<file path="src/rtl/alu_sequencer_if.sv">
// Request, ALU and writeback signals shared by the sequencer and its surroundings.
// The slave view belongs to the sequencer; the master view is the control unit, ALU and writeback path.
interface alu_sequencer_if;
    logic        req_valid;
    logic        req_ready;
    logic [4:0]  req_op;
    logic [31:0] req_a;
    logic [31:0] req_b;
    logic [3:0]  req_dst;
    logic [4:0]  alu_ctrl;
    logic [31:0] alu_a;
    logic [31:0] alu_b;
    logic [63:0] alu_c;
    logic        wb_valid;
    logic        wb_ready;
    logic [3:0]  wb_dst;
    logic [31:0] wb_lo;
    logic [31:0] wb_hi;
    logic        wb_hilo;
    logic        wb_dz;
    logic        err;

    modport slave (
        input  req_valid, req_op, req_a, req_b, req_dst, alu_c, wb_ready,
        output req_ready, alu_ctrl, alu_a, alu_b,
               wb_valid, wb_dst, wb_lo, wb_hi, wb_hilo, wb_dz, err
    );

    modport master (
        output req_valid, req_op, req_a, req_b, req_dst, alu_c, wb_ready,
        input  req_ready, alu_ctrl, alu_a, alu_b,
               wb_valid, wb_dst, wb_lo, wb_hi, wb_hilo, wb_dz, err
    );
endinterface

</file>
<file path="src/rtl/alu_sequencer.sv">
// Multicycle owner of the shared ALU: accepts one op, holds the ALU inputs for a
// programmable settle time, captures the 64-bit result and holds it for writeback.
module alu_sequencer #(
    parameter int unsigned EXEC_CYCLES   = 1,
    parameter int unsigned MULDIV_CYCLES = 4
) (
    input  logic            clk,
    input  logic            rst_n,
    alu_sequencer_if.slave  bus
);

    typedef enum logic [1:0] {IDLE, EXEC, WB} state_t;

    localparam logic [4:0] OP_MUL  = 5'b00010;
    localparam logic [4:0] OP_DIV  = 5'b00011;
    localparam logic [4:0] OP_NOP  = 5'b11111;
    localparam logic [7:0] EXEC_LOAD   = 8'(EXEC_CYCLES - 1);
    localparam logic [7:0] MULDIV_LOAD = 8'(MULDIV_CYCLES - 1);

    state_t      state, state_next;
    logic [7:0]  cnt;
    logic [4:0]  op;
    logic [31:0] a, b;
    logic [3:0]  dst;
    logic [31:0] wb_lo, wb_hi;
    logic [3:0]  wb_dst;
    logic        wb_hilo, wb_dz, err;

    logic        accept, legal, capture, is_muldiv, req_muldiv;
    logic        req_ready, wb_valid;
    logic [4:0]  alu_ctrl;

    function automatic logic op_legal(input logic [4:0] code);
        logic ok;
        case (code)
            5'b00000, 5'b00001, 5'b00010, 5'b00011,
            5'b00100, 5'b00101, 5'b00111, 5'b01000, 5'b01001, 5'b01010,
            5'b01011, 5'b01100, 5'b01101, 5'b01110,
            5'b10010, 5'b10011, 5'b10100: ok = 1'b1;
            default:                      ok = 1'b0;
        endcase
        return ok;
    endfunction

    assign legal      = op_legal(bus.req_op);
    assign req_muldiv = (bus.req_op == OP_MUL) || (bus.req_op == OP_DIV);
    assign is_muldiv  = (op == OP_MUL) || (op == OP_DIV);

    always_ff @(posedge clk or negedge rst_n) begin
        if (!rst_n) state <= IDLE;
        else        state <= state_next;
    end

    always_comb begin
        state_next = state;
        req_ready  = 1'b0;
        wb_valid   = 1'b0;
        alu_ctrl   = op;
        accept     = 1'b0;
        capture    = 1'b0;
        case (state)
            IDLE: begin
                req_ready = 1'b1;
                alu_ctrl  = OP_NOP;
                accept    = bus.req_valid;
                if (bus.req_valid && legal) state_next = EXEC;
            end
            EXEC: begin
                if (cnt == 8'd0) begin
                    capture    = 1'b1;
                    state_next = WB;
                end
            end
            WB: begin
                wb_valid = 1'b1;
                if (bus.wb_ready) state_next = IDLE;
            end
            default: state_next = IDLE;
        endcase
    end

    // Request fields are latched only on the accept edge; the ALU sees them
    // unchanged until the sequencer is back in IDLE.
    always_ff @(posedge clk or negedge rst_n) begin
        if (!rst_n) begin
            cnt     <= '0;
            op      <= '0;
            a       <= '0;
            b       <= '0;
            dst     <= '0;
            wb_lo   <= '0;
            wb_hi   <= '0;
            wb_dst  <= '0;
            wb_hilo <= 1'b0;
            wb_dz   <= 1'b0;
            err     <= 1'b0;
        end else begin
            err <= accept && !legal;
            if (accept && legal) begin
                op  <= bus.req_op;
                a   <= bus.req_a;
                b   <= bus.req_b;
                dst <= bus.req_dst;
                cnt <= req_muldiv ? MULDIV_LOAD : EXEC_LOAD;
            end else if (state == EXEC && cnt != 8'd0) begin
                cnt <= cnt - 8'd1;
            end
            // Single-width ops never carry a high word, whatever the ALU leaves there.
            if (capture) begin
                wb_lo   <= bus.alu_c[31:0];
                wb_hi   <= is_muldiv ? bus.alu_c[63:32] : 32'd0;
                wb_dst  <= dst;
                wb_hilo <= is_muldiv;
                wb_dz   <= (op == OP_DIV) && (b == 32'd0);
            end
        end
    end

    assign bus.req_ready = req_ready;
    assign bus.alu_ctrl  = alu_ctrl;
    assign bus.alu_a     = a;
    assign bus.alu_b     = b;
    assign bus.wb_valid  = wb_valid;
    assign bus.wb_dst    = wb_dst;
    assign bus.wb_lo     = wb_lo;
    assign bus.wb_hi     = wb_hi;
    assign bus.wb_hilo   = wb_hilo;
    assign bus.wb_dz     = wb_dz;
    assign bus.err       = err;

endmodule

</file>
<file path="src/flat_wrapper.sv">
// flat-port wrapper written by rule: the top's interface ports become plain ports
module alu_sequencer_flat 
#(
    parameter int unsigned EXEC_CYCLES   = 1,
    parameter int unsigned MULDIV_CYCLES = 4
)
  (clk, rst_n, bus_req_valid, bus_req_op, bus_req_a, bus_req_b, bus_req_dst, bus_alu_c, bus_wb_ready, bus_req_ready, bus_alu_ctrl, bus_alu_a, bus_alu_b, bus_wb_valid, bus_wb_dst, bus_wb_lo, bus_wb_hi, bus_wb_hilo, bus_wb_dz, bus_err);
  alu_sequencer_if bus_i ();
  input  logic clk;
  input  logic rst_n;
  input wire logic [$bits(bus_i.req_valid)-1:0] bus_req_valid;
  input wire logic [$bits(bus_i.req_op)-1:0] bus_req_op;
  input wire logic [$bits(bus_i.req_a)-1:0] bus_req_a;
  input wire logic [$bits(bus_i.req_b)-1:0] bus_req_b;
  input wire logic [$bits(bus_i.req_dst)-1:0] bus_req_dst;
  input wire logic [$bits(bus_i.alu_c)-1:0] bus_alu_c;
  input wire logic [$bits(bus_i.wb_ready)-1:0] bus_wb_ready;
  output wire logic [$bits(bus_i.req_ready)-1:0] bus_req_ready;
  output wire logic [$bits(bus_i.alu_ctrl)-1:0] bus_alu_ctrl;
  output wire logic [$bits(bus_i.alu_a)-1:0] bus_alu_a;
  output wire logic [$bits(bus_i.alu_b)-1:0] bus_alu_b;
  output wire logic [$bits(bus_i.wb_valid)-1:0] bus_wb_valid;
  output wire logic [$bits(bus_i.wb_dst)-1:0] bus_wb_dst;
  output wire logic [$bits(bus_i.wb_lo)-1:0] bus_wb_lo;
  output wire logic [$bits(bus_i.wb_hi)-1:0] bus_wb_hi;
  output wire logic [$bits(bus_i.wb_hilo)-1:0] bus_wb_hilo;
  output wire logic [$bits(bus_i.wb_dz)-1:0] bus_wb_dz;
  output wire logic [$bits(bus_i.err)-1:0] bus_err;
  assign bus_i.req_valid = bus_req_valid;
  assign bus_i.req_op = bus_req_op;
  assign bus_i.req_a = bus_req_a;
  assign bus_i.req_b = bus_req_b;
  assign bus_i.req_dst = bus_req_dst;
  assign bus_i.alu_c = bus_alu_c;
  assign bus_i.wb_ready = bus_wb_ready;
  assign bus_req_ready = bus_i.req_ready;
  assign bus_alu_ctrl = bus_i.alu_ctrl;
  assign bus_alu_a = bus_i.alu_a;
  assign bus_alu_b = bus_i.alu_b;
  assign bus_wb_valid = bus_i.wb_valid;
  assign bus_wb_dst = bus_i.wb_dst;
  assign bus_wb_lo = bus_i.wb_lo;
  assign bus_wb_hi = bus_i.wb_hi;
  assign bus_wb_hilo = bus_i.wb_hilo;
  assign bus_wb_dz = bus_i.wb_dz;
  assign bus_err = bus_i.err;
  alu_sequencer #(.EXEC_CYCLES(EXEC_CYCLES), .MULDIV_CYCLES(MULDIV_CYCLES)) u_core (.clk(clk), .rst_n(rst_n), .bus(bus_i));
endmodule
</file>
<file path="config.mk">
export PLATFORM = sky130hd
export DESIGN_NAME = alu_sequencer_flat
export DESIGN_NICKNAME = d
export VERILOG_FILES = /design/src/rtl/alu_sequencer_if.sv /design/src/rtl/alu_sequencer.sv /design/src/flat_wrapper.sv
export SDC_FILE = /design/constraint.sdc
export NUM_CORES = 1
export LEC_CHECK = 0
export CAP_MARGIN = 20
export CORE_ASPECT_RATIO = 2
export CORE_MARGIN = 2
export CORE_UTILIZATION = 41
export DETAILED_ROUTE_END_ITERATION = 16
export GPL_TIMING_DRIVEN = 0
export PLACE_DENSITY = 0.84
export SETUP_SLACK_MARGIN = 0.4
export SLEW_MARGIN = 15
export SYNTH_ARGS = -nofsm -noshare
export SYNTH_HDL_FRONTEND = slang
export SYNTH_SLANG_ARGS = --single-unit
</file>
<file path="constraint.sdc">
create_clock -name clk -period 2.4 [get_ports clk]
set_clock_uncertainty 0.05 [all_clocks]
set_input_delay 0.36 -clock clk [delete_from_list [all_inputs] [get_ports clk]]
set_output_delay 0.36 -clock clk [all_outputs]
set_load 0.005 [all_outputs]
</file>
### Yosys cells after proc, flatten, opt, wreduce, memory -nomap -nowiden

Memory sizes are Yosys's and may differ from the RTL's.
Cells that the tools add are included.
Widths: inputs -> output; s select.

* add/sub/neg operators: 1
* div/mod/pow operators: 0
* equal/unequal tests: 9
* multipliers: 0
* $lt $le $gt $ge: 0
* bitwise gates (word level): 0
* mux-type cells: 14
* shift operators: 0
* reductions and logical operators: 14

Operators with widths (number)
* $logic_not 32->1: 1
* $mux 32: 1
* $eq 5x2->1 const B: 4
* $mux 8: 2
* $logic_not 8->1: 1
* $mux 2: 4
* $reduce_bool 8->1: 1
* $sub 8x1->8 const B: 1
* $pmux 2 s3: 1
* $logic_and 1x1->1: 5
* $mux 1: 5
* $mux 5: 1
* $ne 2x1->1 const B: 2
* $reduce_and 3->1: 1
* $eq 2x1->1 const B: 1
* $eq 2x2->1 const B: 1
* $logic_not 2->1: 1
* $logic_or 1x1->1: 2
* $ne 2x2->1 const B: 1
* $reduce_bool 2->1: 1
* $logic_not 1->1: 1

* ROM bits: 32
* memories: 1
* flip-flop bits (word level): 154
* latch bits: 0
* output and inout bits: 142
* input port bits: 141
* RAM bits: 0

Memories
* (no name shown): depth 32, width 1, rd ports 1, clocked after memory_dff 0, write ports 0, RTL line alu_sequencer.sv:35 `case (code)`

### Longest topological paths before layout

Gate-level depths: netlist (run 1).

* depth in word-level cells: 4
* mapped depth: 8

### Worst setup path before layout (run 1)

Ideal clock, no wire load.

* path type: flip-flop to flip-flop
* start: register u_core.state[0]
* end: register u_core.b[20] (netlist: u_core.bus.alu_b[20])
* arrival time: 1.818 ns
* slack: 0.407 ns
* cell stages (with the launch flop): 8
* library setup time: 0.125 ns
* path through: dfrtp_1 -> or3b_1 -> a21oi_2 -> and2_1 -> buf_2 -> buf_6 -> buf_4 -> mux2_2

* longest elaborated chain between the ends: 3

RTL lines
* from (decl): RTL line alu_sequencer.sv:20 `state_t state, state_next;`
* from (signal assigned): RTL line alu_sequencer.sv:51 `else state <= state_next;`
* $logic_not 2->1: RTL line alu_sequencer.sv:61 `case (state)`
* $mux 1: RTL line alu_sequencer.sv:61
* $logic_and 1x1->1: RTL line alu_sequencer.sv:99 `if (accept && legal) begin`
* to (signal assigned): RTL line alu_sequencer.sv:102 `b <= bus.req_b;`
* to (decl): RTL line alu_sequencer.sv:23 `logic [31:0] a, b;`

No other way between the ends.
A chain may end at the register's enable or synchronous reset.

### Final worst setup path (run 1)

* start: register u_core.state[1]
* end: register u_core.b[27] (netlist: u_core.bus.alu_b[27])

The elaborated chain is that of the path after synthesis.

==> reports/results.ini, run 1 <==
[status]
status = finished clean

[clock_tree]
clk_pin_slew_worst_paths_ns = 0.06
cts_buffers = 17
clk_latency_ns = 0.42
cts_tree = yes
clk_path_buf_depth = 2
cts_sinks = 154
root_buffer = clkbuf_16
cts_htree_levels = 4

[synth]
synth-edff-count = 0
synth_top_area_cell = dfrtp_1
post-synth-top-count-cell = dfrtp_1
ys_types = 38
syn_inst = 391
ys_seq_elements = 154
ys_async_sr_fraction = 1.000
syn_nets = 534
avgSynthCellArea_um2 = 15.35
netlist_top_cells_area = dfrtp_1 (64%), mux2_2 (20%), a22o_1 (4.7%), buf_6 (0.75%), nor4_1 (0.73%)
synthTopCellsByCount = dfrtp_1 (154), mux2_2 (109), a22o_1 (32)
synth_ff_type = dfrtp_1
syn_area_mm2 = 0.006003
ys_seq_area_frac = 0.6419
synth_top_area_share = 0.6419
ys_warn_count = 0

[power_and_ir_drop]
clock_power_share = 0.214
ir_worst_vdd_uv = 787.1
p_sw_frac = 0.2783
combPwrFrac = 0.410
p_leak_nw = 4.339
power.internal_mw = 8.817
power.switching_mw = 3.400
seq_power_share = 0.376
p_per_area_mw_per_mm2 = 1206

[timing]
finalMaxSlewViolations = 0
fin_crit_ns = 2.043
holdWs_ns = 0.2735
hold_violations = 0
rsz0062_at_grt = yes
clock.fmax_mhz = 489.5
setup_ws_ns = 0.3573
finalCritPeriodShare = 0.8511
slew_headroom = 0.5788
worst_slew_pin_slew_ns = 0.6317
setup_violations = 0

[route]
wirelength_um = 17370
drtAntennaViolNets = 0
drc = 0
via_per_inst = 5.084
drtPass1Iterations = 4
drt-wirelength-per-cell_um = 18.94
first_iter_violations = 125
vias = 4662

[worst_setup_path]
crit_slowest_cell = dfrtp_2
crit_family = simple AND/OR/NAND/NOR gates
crit_buf_inv = 3
crit_chain = or3b_4 > a21oi_4 > and2_4 > buf_8 > buf_12 > clkbuf_16 > mux2_4
crit_arrival_ns = 2.29
crit_fanout = 6
regToRegStartpoint = u_core.state[1]$_DFFE_PN0P_
setup.worst_path.class = reg2reg
slowest_delay_ns = 0.44
regToRegEndpoint = u_core.bus.alu_b[27]$_DFFE_PN0P_
worst_ep_required_time_ns = 2.65
r2r_slack_ns = 0.36
crit_path_end_kind = flop
reg2regPathDepth = 7
cp-start-kind = flop

[final_layout]
area_delta_synth_final_pct = 68.72
finalNetCount = 856
layout-drive-gt1-share = 0.2772
insertedDiodeCount = 0
finalInstanceArea_mm2 = 0.01013
post-route-util = 0.7058

[floorplan]
start_util = 0.4183
fp.dieH_um = 175.1
die_w_um = 89.57
num_io_pins = 283
core-area_mm2 = 0.01435
die_area_mm2 = 0.01569
row_count = 62

[grt]
grt_max_degree = 85
antenna_found_initial = 0
grt_usage = 0.2193
grt_pass1_wl_um = 26140
first_global_vias = 5136
grt-ovfl-total = 0

[place]
dpl-instance-area_mm2 = 0.009099
port-buffer-count = 282
pre_cts_ws_ns = -0.2965
dp_hpwl_um = 12770
gp_congestion = 0.7436

[hold_path]
holdPathEnd = u_core.bus.err$_DFF_PN0_
hold_start = bus_req_op[4]
min_path_type = in2reg
hold_depth = 3

[flow_run]
cap_violations = 0

==> kinds of logic after synthesis <==
logic type | after synthesis | synth area share
simple gates | 48 | 0.05294
buf+inv | 23 | 0.02209
compound gates | 51 | 0.06857
xor+xnor | 4 | 0.005835
fa+ha+maj | 2 | 0.004168
flops | 154 | 0.6419
mux | 109 | 0.2045
==> how the worst max path moves through the flow <==
| stage | from | end | cells past startpoint |
|---|---|---|---|
| 2_1_floorplan | u_core.state[0]$_DFFE_PN0P_ | u_core.bus.alu_b[20]$_DFFE_PN0P_ | 7 |
| 3_3_place_gp | rst_n | u_core.bus.alu_a[26]$_DFFE_PN0P_ | 1 |
| 3_5_place_dp | bus_req_op[4] | u_core.bus.alu_b[25]$_DFFE_PN0P_ | 8 |
| 4_1_cts | u_core.state[0]$_DFFE_PN0P_ | u_core.bus.alu_a[29]$_DFFE_PN0P_ | 6 |
| 5_1_grt | u_core.state[1]$_DFFE_PN0P_ | u_core.bus.alu_b[27]$_DFFE_PN0P_ | 7 |
| 6_report | u_core.state[1]$_DFFE_PN0P_ | u_core.bus.alu_b[27]$_DFFE_PN0P_ | 7 |
==> placed cells by master, fill, tap and decap left out, drive strengths merged, types with 3 or more instances in the layout <==
cell             n
clkinvlp         3
nand2b           4
or2              7
mux2           109
clkinv           4
xnor2            4
clkbuf          29
inv              4
dlymetal6s2s     3
buf             33
nor2             7
nand2            5
dfrtp          154
clkdlybuf4s50  273
a21oi            6
a211oi           4
dlygate4sd2      5
a22o            32
or3              3
nor4             9
==> sequential cells by signal, indices dropped and copies added (netlist names) <==
name / cells
u_core.bus.alu_a: 32
u_core.bus.alu_b: 32
u_core.bus.err: 1
u_core.bus.wb_dst: 4
u_core.bus.wb_dz: 1
u_core.bus.wb_hi: 32
u_core.bus.wb_hilo: 1
u_core.bus.wb_lo: 32
u_core.cnt: 8
u_core.dst: 4
u_core.op: 5
u_core.state: 2
==> power groups by stage <==
stage	combinational [mW]	sequential (mW)	clock (mW)
after global routing	5.32	4.74	2.78
after detailed placement	4.67	4.60	0
final	5.00	4.59	2.62
after floorplan	1.65	4.56	0
after global placement	4.53	4.51	0
after CTS	4.85	4.58	2.67
==> timing repair <==
| action | 4_1_cts | 5_1_grt |
|---|---|---|
| pin swaps | 1 | 4 |
| hold endpoints to repair | 83 | 0 |
| gates cloned | 0 | 4 |
| endpoints found under the setup margin | 155 | 127 |
| hold buffers | 1 | 0 |
| resized for setup | 43 | 37 |
| setup buffers | 8 | 7 |
==> metal layers <==
layer	wire (um)	GRT usage
met1	5619	0.2182
met2	9862	0.3931
met3	1246	0.06660
met4	641	0.1088
met5	0	0
==> stage by stage <==
stage	cells	power, mW	TNS [ns]
global route	917	12.83	0
floorplan	391	6.207	0
global placement	865	9.031	-760.18
detailed placement	866	9.272	-14.46
finish	917	12.22	0
CTS	906	12.10	0
==> tightest hold or removal path: stages <==
cell and delay, ns:
dlymetal6s2s_1 0.19, nand2_1 0.08, a21oi_1 0.06
==> final cells by class <==
| cell class | instances | area, um^2 |
|---|---|---|
| fillers | 957 | 4223 |
| flip-flops and latches | 154 | 3857 |
| repair buffers | 303 | 3079 |
| multi-input cells | 214 | 2161 |
| clock buffers | 21 | 460.4 |
| well taps | 192 | 240.2 |
| plain buffers | 20 | 200.2 |
| clock inverters | 10 | 118.9 |
| inverters | 3 | 11.26 |
Note: power is estimated with default switching activity, not from simulation.
==> inputs of run 2 (changes only) <==
Settings changed: ABC_CLOCK_PERIOD_IN_PS set to 2400, CORE_AREA set to 2 2 111 113, CORE_ASPECT_RATIO 2 to unset, CORE_MARGIN 2 to unset, CORE_UTILIZATION 41 to unset, DIE_AREA set to 0 0 113 115, DONT_BUFFER_PORTS set to 1, PLACE_DENSITY 0.84 to 0.7.
==> run 2 against run 1 <==
The flow now finishes with violations (design-rule violations, negative hold slack). Final area fell by 29%. Register-to-register slack improved by 0.04 ns. Total power decreased by 21%. Largest cell class unchanged. Highest routed layer unchanged.
==> reports/results.ini, run 2 (synthesis gave the netlist of run 1 again) <==
[status]
status = finished, violations left
violations = design-rule violations, negative hold slack

[floorplan]
fp.dieH_um = 115  ; -34%
row_count = 40  ; -35%
start_util = 0.5083  ; +0.08995
die_area_mm2 = 0.01300  ; -17%
num_io_pins = 283  ; unchanged
core-area_mm2 = 0.01181  ; -18%
die_w_um = 113  ; +26%

[place]
port-buffer-count = 0  ; -100%
gp_congestion = 0.7516  ; +1.1%
dp_hpwl_um = 9600  ; -25%

[grt]
grt_max_degree = 155  ; +82%
first_global_vias = 3663  ; -29%
antenna_found_initial = 1  ; +1
grt_usage = 0.2052  ; -0.01412
grt-ovfl-total = 0  ; unchanged
grt_pass1_wl_um = 20130  ; -23%

[route]
drtPass1Iterations = 10  ; +6
wirelength_um = 14000  ; -19%
vias = 3520  ; -24%
via_per_inst = 5.828  ; +15%
first_iter_violations = 271  ; +120%
drc = 20  ; +20
drtAntennaViolNets = 0  ; unchanged
drt-wirelength-per-cell_um = 23.18  ; +22%

[power_and_ir_drop]
p_per_area_mw_per_mm2 = 1328  ; +10%
ir_worst_vdd_uv = 677.0  ; -14%
p_leak_nw = 3.215  ; -26%

[worst_setup_path]
crit_family = simple AND/OR/NAND/NOR gates
slowest_delay_ns = 0.42  ; -0.02 ns
crit_buf_inv = 3  ; unchanged
crit_fanout = 7  ; +1
crit_slowest_cell = or3b_4
cp-start-kind = flop
setup.worst_path.class = reg2reg
crit_arrival_ns = 2.25  ; -0.04 ns
crit_path_end_kind = flop
crit_chain = or3b_4 > a21oi_4 > and2_4 > buf_8 > buf_12 > clkbuf_16 > mux2_2
worst_ep_required_time_ns = 2.65  ; about the same

[timing]
tns_ns = 0  ; unchanged
slew_headroom = 0.6982  ; +0.1194
clock.fmax_mhz = 500.4  ; +2.2%
hold_violations = 154  ; +154
rsz0062_at_grt = yes
worst_slew_pin_slew_ns = 0.4486  ; -0.1832 ns
fin_crit_ns = 1.998  ; -0.04437 ns
finalMaxSlewViolations = 0  ; unchanged
setup_violations = 0  ; unchanged
finalCritPeriodShare = 0.8326  ; -0.01849
holdWs_ns = -0.4156  ; -0.6891 ns

[final_layout]
mostFrequentLayoutCells = dfrtp_1 (153), mux2_2 (108), a22o_1 (32)
layout-drive-gt1-share = 0.4561  ; +0.1789
area_delta_synth_final_pct = 20.38
layout_commonest_cell = dfrtp_1
post-route-util = 0.6119  ; -0.09389
finalNetCount = 586  ; -32%

[clock_tree]
cts_sinks = 154  ; unchanged
cts_buffers = 17  ; unchanged
clk_pin_slew_worst_paths_ns = 0.06  ; about the same
clk_path_buf_depth = 2  ; unchanged
root_buffer = clkbuf_16
cts_htree_levels = 4  ; unchanged
clk_latency_ns = 0.42  ; about the same
cts_tree = yes

[flow_run]
cap_violations = 0  ; unchanged

[hold_path]
min_path_type = in2async

==> run 2: cell types whose count changed in the layout (fill, tap and decap cells not counted), sizes merged <==
cell	before	now
dlymetal6s2s	3	0
bufinv	2	1
clkbuf	29	26
clkinv	4	8
inv	4	6
clkinvlp	3	2
diode	0	1
buf	33	40
dlygate4sd2	5	0
dlygate4sd3	1	5
clkdlybuf4s50	273	0
==> run 2: final timing paths <==
| path | start | endpoint | slack (ns) | depth (start not counted) |
|---|---|---|---|---|
| worst max register to register | u_core.state[0]$_DFFE_PN0P_ | u_core.bus.alu_b[28]$_DFFE_PN0P_ | 0.40 | 7 |
| min in group clk | bus_alu_c[53] | u_core.bus.wb_hi[21]$_DFFE_PN0P_ | 0.02 | 1 |
| worst min-delay path | rst_n | u_core.bus.alu_b[27]$_DFFE_PN0P_ | -0.42 | 0 |
| worst max-delay path | u_core.state[0]$_DFFE_PN0P_ | u_core.bus.alu_b[28]$_DFFE_PN0P_ | 0.40 | 7 |
| max in group asynchronous | rst_n | u_core.cnt[2]$_DFFE_PN0P_ | 2.41 | 0 |
| worst min register to register | u_core.dst[1]$_DFFE_PN0P_ | u_core.bus.wb_dst[1]$_DFFE_PN0P_ | 0.45 | 1 |
==> run 2: worst reg2reg max path: stages (launching register included) <==
cell	delay [ns]
dfrtp_1	0.38
or3b_4	0.42
a21oi_4	0.13
and2_4	0.16
buf_8	0.13
buf_12	0.13
clkbuf_16	0.14
mux2_2	0.34
==> run 2: layer usage <==
metal  track usage  vias to the layer above  wire, um
li1              -                     1529         -
met1        0.2309                     1761      5063
met2        0.3337                      213      6984
met3        0.1075                       17      1722
met4       0.07967                        0       233
met5             0                        -         0
==> run 2: final cells by class <==
type / instances / area [um^2]
Tap cell: 147 / 183.9
Clock inverter: 14 / 122.6
Buffer: 20 / 209.0
Timing Repair Buffer: 33 / 346.6
Antenna cell: 1 / 2.502
Multi-Input combinational cell: 214 / 2057
Fill cell: 906 / 4584
Sequential cell: 154 / 3855
Inverter: 3 / 11.26
Clock buffer: 18 / 439.2
==> run 2: timing repair <==
action / in CTS / in global routing
gates resized for setup: 21 / 30
hold endpoints to repair: 155 / 158
setup endpoints to repair: 148 / 120
pin swaps: 1 / 5
gates cloned: 0 / 5
hold buffers: 1 / 4
setup buffers: 8 / 15
==> run 2: power by group <==
group / internal (mW) / total (mW) / switching [mW]
registers: 3.79 / 4.87 / 1.08
logic: 1.43 / 2.21 / 0.786
clock network: 1.46 / 2.52 / 1.06
total: 6.68 / 9.60 / 2.92
==> run 2: per-stage QoR <==
stage          cells  setup WS, ns  hold WS (ns)  power [mW]  area [um^2]
4_1_cts          579        0.3822       -0.4342       9.493         6878
6_report         604        0.4017       -0.4156       9.600         7227
3_5_place_dp     538      -0.03833       0.01636       6.842         6187
3_3_place_gp     538      0.005983       0.01687       6.715         6187
5_1_grt          604        0.3351       -0.4415       10.14         7227
2_1_floorplan    391        0.4069       0.01441       6.207         6003
==> inputs of run 3 (changes only) <==
Settings changed: ABC_CLOCK_PERIOD_IN_PS 2400 to 1600, PLACE_DENSITY 0.7 to 0.73.
Clock period 2.4 ns to 1.6 ns, I/O delays scaled along.
==> run 3 against run 2 <==
The flow now stops in clock tree synthesis. Synthesized cell count did not move. Area after synthesis did not move.
==> reports/results.ini, run 3 <==
[floorplan]
start_util = 0.5083  ; unchanged
fp.dieH_um = 115  ; unchanged
die_w_um = 113  ; unchanged
num_io_pins = 283  ; unchanged
row_count = 40  ; unchanged

[synth]
synthTopCellsByCount = dfrtp_1 (154), mux2_2 (109), a22o_1 (32)
ys_seq_area_frac = 0.6419  ; unchanged
synth_top_area_cell = dfrtp_1
syn_nets = 534  ; unchanged
ys_seq_elements = 154  ; unchanged
synth_top_area_share = 0.6419  ; unchanged
avgSynthCellArea_um2 = 15.35  ; unchanged
synth-edff-count = 0  ; unchanged
netlist_top_cells_area = dfrtp_1 (64%), mux2_2 (20%), a22o_1 (4.7%), buf_6 (0.75%), nor4_1 (0.73%)
ys_warn_count = 0  ; unchanged
synth_ff_type = dfrtp_1
syn_inst = 391  ; unchanged
ys_types = 38  ; unchanged
syn_area_mm2 = 0.006003  ; unchanged
post-synth-top-count-cell = dfrtp_1
ys_async_sr_fraction = 1.000  ; unchanged

[clock_tree]
cts_htree_levels = 4  ; unchanged
clk_path_buf_depth = 2  ; unchanged
cts_buffers = 17  ; unchanged
cts_sinks = 154  ; unchanged
ctsResizeCount = 118  ; +460%
root_buffer = clkbuf_16
post_cts_buffers = 28  ; +20
hold_buffers = 122  ; +121

[place]
port-buffer-count = 0  ; unchanged
gp_congestion = 0.7738  ; +3.0%
dp_hpwl_um = 9847  ; +2.6%
dpl-instance-area_mm2 = 0.006349  ; +2.6%

[status]
toolErrorMsg = [ERROR RSZ-0060] Max buffer count reached.
status = stopped before the end
lastStage = clock tree synthesis

==> run 3: cell counts after synthesis <==
No cell type changed its count.
==> run 3: cells by family after synthesis <==
logic type	synth area share
simple gates	0.05294
xor+xnor	0.005835
mux	0.2045
flops	0.6419
fa+ha+maj	0.004168
buf+inv	0.02209
compound gates	0.06857
==> run 3: stage by stage <==
stage	std cells	util	setup TNS, ns	setup slack (ns)	hold WS, ns
floorplan	391	-	-33.96	-0.3312	-0.1056
detailed placement	538	0.5375	-67.65	-0.6779	-0.1038
global placement	538	0.5375	-62.85	-0.6265	-0.1029
==> inputs of run 4 (changes only) <==
Settings changed: ABC_CLOCK_PERIOD_IN_PS 1600 to 2100, CORE_AREA 2 2 111 113 to unset, CORE_MARGIN set to 2, CORE_UTILIZATION set to 40, DIE_AREA 0 0 113 115 to unset, PLACE_DENSITY 0.73 to unset, PLACE_DENSITY_LB_ADDON set to 0.15, SETUP_SLACK_MARGIN 0.4 to unset.
Clock period 1.6 ns to 2.1 ns, I/O delays scaled along.
==> run 4 against run 3 <==
The flow again stops in clock tree synthesis. Synthesized cell count unchanged. Area after synthesis unchanged.
==> reports/results.ini, run 4 <==
[synth]
post-synth-top-count-cell = dfrtp_1
synth_compound_area_frac = 0.06857  ; unchanged
avgSynthCellArea_um2 = 15.35  ; unchanged
synthSimpleGateAreaFrac = 0.05294  ; unchanged
ys_seq_elements = 154  ; unchanged
synth_xor_area_frac = 0.005836  ; unchanged
synthAdderAreaFrac = 0.004168  ; unchanged
synth_top_area_cell = dfrtp_1
synth_top_family_by_area = multiplexers
ys_async_sr_fraction = 1.000  ; unchanged
muxShareOfSynthArea = 0.2045  ; unchanged
ys_seq_area_frac = 0.6419  ; unchanged
ys_types = 38  ; unchanged
netlist_top_cells_area = dfrtp_1 (64%), mux2_2 (20%), a22o_1 (4.7%), buf_6 (0.75%), nor4_1 (0.73%)
ys_warn_count = 0  ; unchanged
synth-edff-count = 0  ; unchanged
syn_area_mm2 = 0.006003  ; unchanged
synthTopCellsByCount = dfrtp_1 (154), mux2_2 (109), a22o_1 (32)
syn_inst = 391  ; unchanged
synth_top_area_share = 0.6419  ; unchanged
syn_nets = 534  ; unchanged
synth_ff_type = dfrtp_1

[clock_tree]
cts_buffers = 17  ; unchanged
cts_htree_levels = 4  ; unchanged
post_cts_buffers = 4  ; -86%
hold_buffers = 123  ; +0.82%
cts_sinks = 154  ; unchanged
clk_path_buf_depth = 2  ; unchanged
root_buffer = clkbuf_16
ctsResizeCount = 18  ; -85%

[floorplan]
die_w_um = 126.5  ; +12%
num_io_pins = 283  ; unchanged
row_count = 44  ; +10%
start_util = 0.4115  ; -0.09677
fp.dieH_um = 126.5  ; +10%

[status]
toolErrorMsg = [ERROR RSZ-0060] Max buffer count reached.
status = stopped before the end
lastStage = clock tree synthesis

[place]
port-buffer-count = 0  ; unchanged
dp_hpwl_um = 9965  ; +1.2%
placed_cells = 575  ; +6.9%
pre_cts_ws_ns = -0.3866  ; +0.2914 ns
gp_congestion = 0.7690  ; -0.62%

-- run 4: cell families after synthesis --
logic type      Yosys count
compound gates           51
xor+xnor                  4
fa+ha+maj                 2
buf+inv                  23
flops                   154
mux                     109
simple gates             48
-- run 4: metrics by stage --
stage                     instance area (um^2)    util  hold WS (ns)
after detailed placement                  6233  0.4273      -0.02721
after floorplan                           6003       -      -0.03059
after global placement                    6233  0.4273      -0.02606
==> RTL change 1 (config.mk and constraints of run 1) <==
Re-encode `state_t` (3 states) as one-hot, 3 bits wide.
--- a/src/rtl/alu_sequencer.sv
+++ b/src/rtl/alu_sequencer.sv
@@ -10,5 +10,5 @@
 );
 
-    typedef enum logic [1:0] {IDLE, EXEC, WB} state_t;
+    typedef enum logic [2:0] {IDLE = 3'b001, EXEC = 3'b010, WB = 3'b100} state_t;
 
     localparam logic [4:0] OP_MUL  = 5'b00010;
Formal check against the unedited RTL: no difference found for any inputs over 10 cycles, from zero or initial values and one cycle with rst_n low; not proved beyond that.
==> RTL change 1 against run 1 <==
Worst setup slack lost 0.15 ns. Total power is 9.3% lower. Sequential share of layout area is 0.26 points lower. First-iteration DRC count grew 66%. Sequential power shrank 8.7%. Cell count grew 1.2%. Sequential cell count grew 1. Area after synthesis rose by 0.67%. Clock power is 11% higher. Design area up 1.3%. Synthesized cell count is 1.5% higher. Routed wire length grew 10%.
==> RTL change 1: results (changes against run 1) <==
| Metric | Value |
|---|---|
| Status | `finished clean` |
| Number of fill cells in the layout | `951 (-0.63%)` |
| Post-route ant nets | `0 (unchanged)` |
| Top cells by count, synth | `dfrtp_1, mux2_2, a22o_1` |
| First-pass detailed-route iteration total | `4 (unchanged)` |
| Switching pwr | `0.00301 W (-11%)` |
| Slowest-stage cell, CP | `nor3b_2` |
| Largest net degree at the start of global routing | `89 (+4.7%)` |
| Syn_nets | `540 (+1.1%)` |
| GR Util All Layers | `23.7% (+1.8 points)` |
| Htree depth | `4 (unchanged)` |
| Post-CTS Setup Bufs | `14 (+6)` |
| Buffers on Ports | `282 (unchanged)` |
| Worst path max stage delay | `0.51 ns (+0.07 ns)` |
| Post-synth cell types | `46 (+21%)` |
| Hold Crit Class | `in -> async` |
| Clock buffer count from CTS | `17 (unchanged)` |
| CTS max path bufs | `2 (unchanged)` |
| Gp weighted congestion | `0.788 (+6.0%)` |
| Layout Utilization | `71.5% (+0.93 points)` |
| Post-CTS resize count | `60 (+40%)` |
| Synth Warn # | `0 (unchanged)` |
| Slew @ Worst Pin | `0.526 ns (-0.106 ns)` |
| CTS Root Cell | `clkbuf_16` |
| Final hold viol count | `0 (unchanged)` |
| # hold bufs at CTS | `1 (unchanged)` |
| Iter 0 DRT Violations | `207 (+66%)` |
| Wire per inst | `20.6 um (+8.9%)` |
| First-pass GRT wire length | `28900 um (+11%)` |
| Crit-path max FO | `10 (+4)` |
| Critical Path AT | `2.50 ns (+0.21 ns)` |
| Top delay family on crit path | `simple AND/OR/NAND/NOR gates` |
| Final HPWL DP | `13500 um (+5.4%)` |
| Seq/Total Area, Yosys | `64.2% (about the same)` |
| Initial antenna violation count | `1 (+1)` |
| Leak pwr | `4.33 nW (-0.27%)` |
| Cell taking the most area after synthesis | `dfrtp_1` |
| Vias in the first global route | `5353 (+4.2%)` |
| VDD IR max | `0.772 mV (-1.9%)` |
| Via count | `4831 (+3.6%)` |
| Synth area leaders | `dfrtp_1, mux2_2, a22o_1` |
| Share of flip-flops with an asynchronous set or reset | `100% (unchanged)` |
| NumNets Final | `865 (+1.1%)` |
| Clock Latency Late Sink | `0.43 ns` |
| Post-DP Area | `9150 um^2 (+0.55%)` |
| Layout cells sized above 1 | `28.8% (+1.1 points)` |
| Clk slew on worst S/H paths | `0.06 ns (about the same)` |
RTL change 1: layout make-up:
type | count | area share, %
Clock inverter | 12 | 1.82
Timing Repair Buffer | 305 | 30.3
Clock buffer | 20 | 4.45
Inverter | 4 | 0.146
Multi-Input combinational cell | 220 | 21.1
Tap cell | 192 | 2.34
Antenna cell | 1 | 0.0244
Sequential cell | 155 | 37.8
Buffer | 19 | 2.01
RTL change 1: power groups by stage:
stage	clock network [W]	registers, W	logic (W)
6_report	0.00292	0.00419	0.00396
5_1_grt	0.00308	0.00431	0.00420
4_1_cts	0.00295	0.00417	0.00381
3_5_place_dp	0	0.00420	0.00357
3_3_place_gp	0	0.00412	0.00346
2_1_floorplan	0	0.00416	0.00116
RTL change 1: path summary, 6_finish.rpt:
check,depth (start not counted),end,slack [ns],start
max,5,u_core.bus.wb_hi[8]$_DFFE_PN0P_,0.21,u_core.state[1]$_DFFE_PN0P_
min,2,u_core.bus.wb_lo[16]$_DFFE_PN0P_,0.41,rst_n
max reg2reg,5,u_core.bus.wb_hi[8]$_DFFE_PN0P_,0.21,u_core.state[1]$_DFFE_PN0P_
min reg2reg,1,u_core.bus.wb_hilo$_DFFE_PN0P_,0.44,u_core.bus.wb_hilo$_DFFE_PN0P_
max in group asynchronous,3,u_core.bus.alu_a[21]$_DFFE_PN0P_,1.07,rst_n
min in group clk,1,u_core.bus.wb_hilo$_DFFE_PN0P_,0.44,u_core.bus.wb_hilo$_DFFE_PN0P_
RTL change 1: cell families (layout without fill, tap and decap cells):
logic type | Yosys count | count (layout) | share of synthesized area (%)
simple gates | 55 | 56 | 5.94
buf+inv | 23 | 360 | 1.97
fa+ha+maj | 2 | 2 | 0.414
other cells | 0 | 1 | 0
flops | 155 | 155 | 64.2
mux | 110 | 110 | 20.5
compound gates | 50 | 50 | 6.71
xor+xnor | 2 | 2 | 0.290
RTL change 1: per-layer routing:
metal | track usage [%] | vias up | routed length (um)
met5 | 0 | - | 0
met4 | 12.2 | 0 | 994
met3 | 7.64 | 60 | 1310
met2 | 43.7 | 255 | 10500
met1 | 23.6 | 2405 | 6370
li1 | - | 2111 | -
RTL change 1: stage by stage:
| step | std cells | power [W] | TNS, ns | setup slack [ns] |
|---|---|---|---|---|
| 4_1_cts | 921 | 0.0109 | 0 | 0.227 |
| 2_1_floorplan | 397 | 0.00532 | 0 | 0.466 |
| 5_1_grt | 928 | 0.0116 | 0 | 0.169 |
| 3_5_place_dp | 872 | 0.00777 | -8.75 | -0.158 |
| 6_report | 928 | 0.0111 | 0 | 0.206 |
| 3_3_place_gp | 871 | 0.00758 | -764.34 | -4.92 |
==> RTL change 2 (config.mk and constraints of run 1) <==
Made on the original files. Make the reset (`rst_n`) synchronous in 2 clocked blocks.
--- a/src/rtl/alu_sequencer.sv
+++ b/src/rtl/alu_sequencer.sv
@@ -47,5 +47,5 @@
     assign is_muldiv  = (op == OP_MUL) || (op == OP_DIV);
 
-    always_ff @(posedge clk or negedge rst_n) begin
+    always_ff @(posedge clk) begin
         if (!rst_n) state <= IDLE;
         else        state <= state_next;
@@ -82,5 +82,5 @@
     // Request fields are latched only on the accept edge; the ALU sees them
     // unchanged until the sequencer is back in IDLE.
-    always_ff @(posedge clk or negedge rst_n) begin
+    always_ff @(posedge clk) begin
         if (!rst_n) begin
             cnt     <= '0;
Formal check against the unedited RTL: differs if rst_n is asserted again (counterexample within 4 cycles, from zero or initial values and one cycle with rst_n low); with rst_n held inactive, the same outputs for 10 cycles.
==> RTL change 2 against run 1 <==
Routed wire length up 21%. Cell count increased by 32%. Sequential cell count stayed put. Worst setup slack got worse by 0.13 ns. Area after synthesis is 0.65% lower. Design area shrank 1.7%. Die area is 0.63% lower.
Power is not compared: it rests on default switching activity, and its combinational part moved more than twofold at a synthesized area within 25%.
==> RTL change 2: results (changes against run 1) <==
| Metric | Value |
|---|---|
| Xor/xnor share of the synthesized area | `0.734% (+0.15 points)` |
| Final HPWL DP | `15800 um (+24%)` |
| Clock Latency Late Sink | `0.42 ns (about the same)` |
| CTS max path bufs | `2 (unchanged)` |
| Vias/cell | `5.28 (+3.8%)` |
| Post-Synthesis Cells | `692 (+77%)` |
| Worst path max stage delay | `0.49 ns (+0.05 ns)` |
| Syn_nets | `835 (+56%)` |
| DP Cell Count | `1166 (+35%)` |
| Pwr/cell area | `674 nW/um^2` |
| Slew @ Worst Pin | `0.619 ns (-0.0124 ns)` |
| Initial antenna violation count | `1 (+1)` |
| Iter 0 DRT Violations | `305 (+140%)` |
| Launch point of the worst path | `u_core.cnt[1]$_SDFFE_PN0P_` |
| Vias in the first global route | `6231 (+21%)` |
| Reg power frac | `41.4%` |
| Clock group power | `0.00265 W` |
| Layout cells sized above 1 | `14.2% (-13 points)` |
| Number of fill cells in the layout | `1180 (+23%)` |
| Highest clock rate | `459 MHz (-6.2%)` |
| Compound-cell area share of the yosys netlist | `23.8% (+17 points)` |
| Worst R2R Path Depth | `8 (+1)` |
| Crit-path max FO | `10 (+4)` |
| Slowest-stage cell, CP | `or4bb_4` |
| Routed WL | `21100 um (+21%)` |
| Synth area leaders | `dfxtp_1, a21oi_1, nand3_1` |
| Post-DP Area | `9060 um^2 (-0.45%)` |
| First-pass detailed-route iteration total | `5 (+1)` |
| Share of flip-flops with an asynchronous set or reset | `0% (-100 points)` |
| Post-synthesis mux area share | `0% (-20 points)` |
| Wire per inst | `17.4 um (-8.0%)` |
| Pre-CTS setup slack | `-0.388 ns (-0.0911 ns)` |
| Adder-Cell Fraction of Synth Area | `0.420% (+0.0027 points)` |
| Critical Path AT | `2.42 ns (+0.13 ns)` |
| GR Util All Layers | `26.4% (+4.5 points)` |
| Launch point of the worst reg-to-reg path | `u_core.cnt[1]$_SDFFE_PN0P_` |
| Clock buffer count from CTS | `17 (unchanged)` |
| VDD IR max | `0.529 mV` |
| NumNets Final | `1148 (+34%)` |
| Hold path cells | `3 (unchanged)` |
| Status | `finished clean` |
| Synth Warn # | `0 (unchanged)` |
| Largest net degree at the start of global routing | `17 (-80%)` |
| Top_reg_cell synth | `dfxtp_1` |
| Top cells by count, synth | `dfxtp_1, a21oi_1, nand3_1, o21ai_0, nand2_1` |
| Gp weighted congestion | `0.899 (+21%)` |
| Post-synth cell types | `45 (+18%)` |
| Reg2reg setup slack | `0.22 ns (-0.13 ns)` |
| Capturing point of the worst reg2reg path | `u_core.bus.wb_hi[6]$_SDFFE_PN0P_` |
| First-pass GRT wire length | `31800 um (+22%)` |
| CTS Root Cell | `clkbuf_16` |
| Buffers on Ports | `282 (unchanged)` |
| Seq/Total Area, Yosys | `51.7% (-13 points)` |
| Nature of the critical path endpoint | `flop` |
| Htree depth | `4 (unchanged)` |
==> RTL change 2: how the worst min path moves through the flow <==
| stage | endpoint | from | slack, ns |
|---|---|---|---|
| 2_1_floorplan | u_core.bus.wb_dst[0]$_SDFFE_PN0P_ | u_core.dst[0]$_SDFFE_PN0P_ | 0.38 |
| 3_5_place_dp | u_core.bus.wb_dst[2]$_SDFFE_PN0P_ | u_core.dst[2]$_SDFFE_PN0P_ | 0.39 |
| 6_report | u_core.op[4]$_SDFFE_PN0P_ | bus_req_op[4] | 0.29 |
| 4_1_cts | u_core.bus.wb_dst[2]$_SDFFE_PN0P_ | u_core.dst[2]$_SDFFE_PN0P_ | 0.40 |
| 3_3_place_gp | u_core.bus.wb_dst[1]$_SDFFE_PN0P_ | u_core.dst[1]$_SDFFE_PN0P_ | 0.39 |
| 5_1_grt | u_core.op[4]$_SDFFE_PN0P_ | bus_req_op[4] | 0.30 |
==> RTL change 2: cell type report <==
cell class	instances	area (um^2)	area share, %
Timing Repair Buffer	294	2920	29.4
Inverter	3	13.8	0.138
Clock buffer	19	433	4.35
Buffer	64	418	4.20
Clock inverter	13	146	1.47
Multi-Input combinational cell	471	2680	27.0
Sequential cell	154	3100	31.1
Tap cell	192	240	2.41
Antenna cell	1	2.50	0.0251
==> RTL change 2: per-layer routing <==
metal  share of wire [%]  GRT usage [%]  wire [um]  vias up
met5                   0              0          0        -
met4                 4.6           15.0        974        0
met3                 6.7           5.95       1410       56
met2                  54           48.1      11500      269
met1                  34           26.2       7250     2995
li1                    -              -          -     3071
==> RTL change 2: what timing repair did <==
| action | 4_1_cts | 5_1_grt |
|---|---|---|
| gates cloned | 0 | 0 |
| setup endpoints to repair | 148 | 151 |
| pin swaps | 3 | 10 |
| hold buffers | 0 | 0 |
| gates resized for setup | 52 | 48 |
| setup buffers | 9 | 3 |
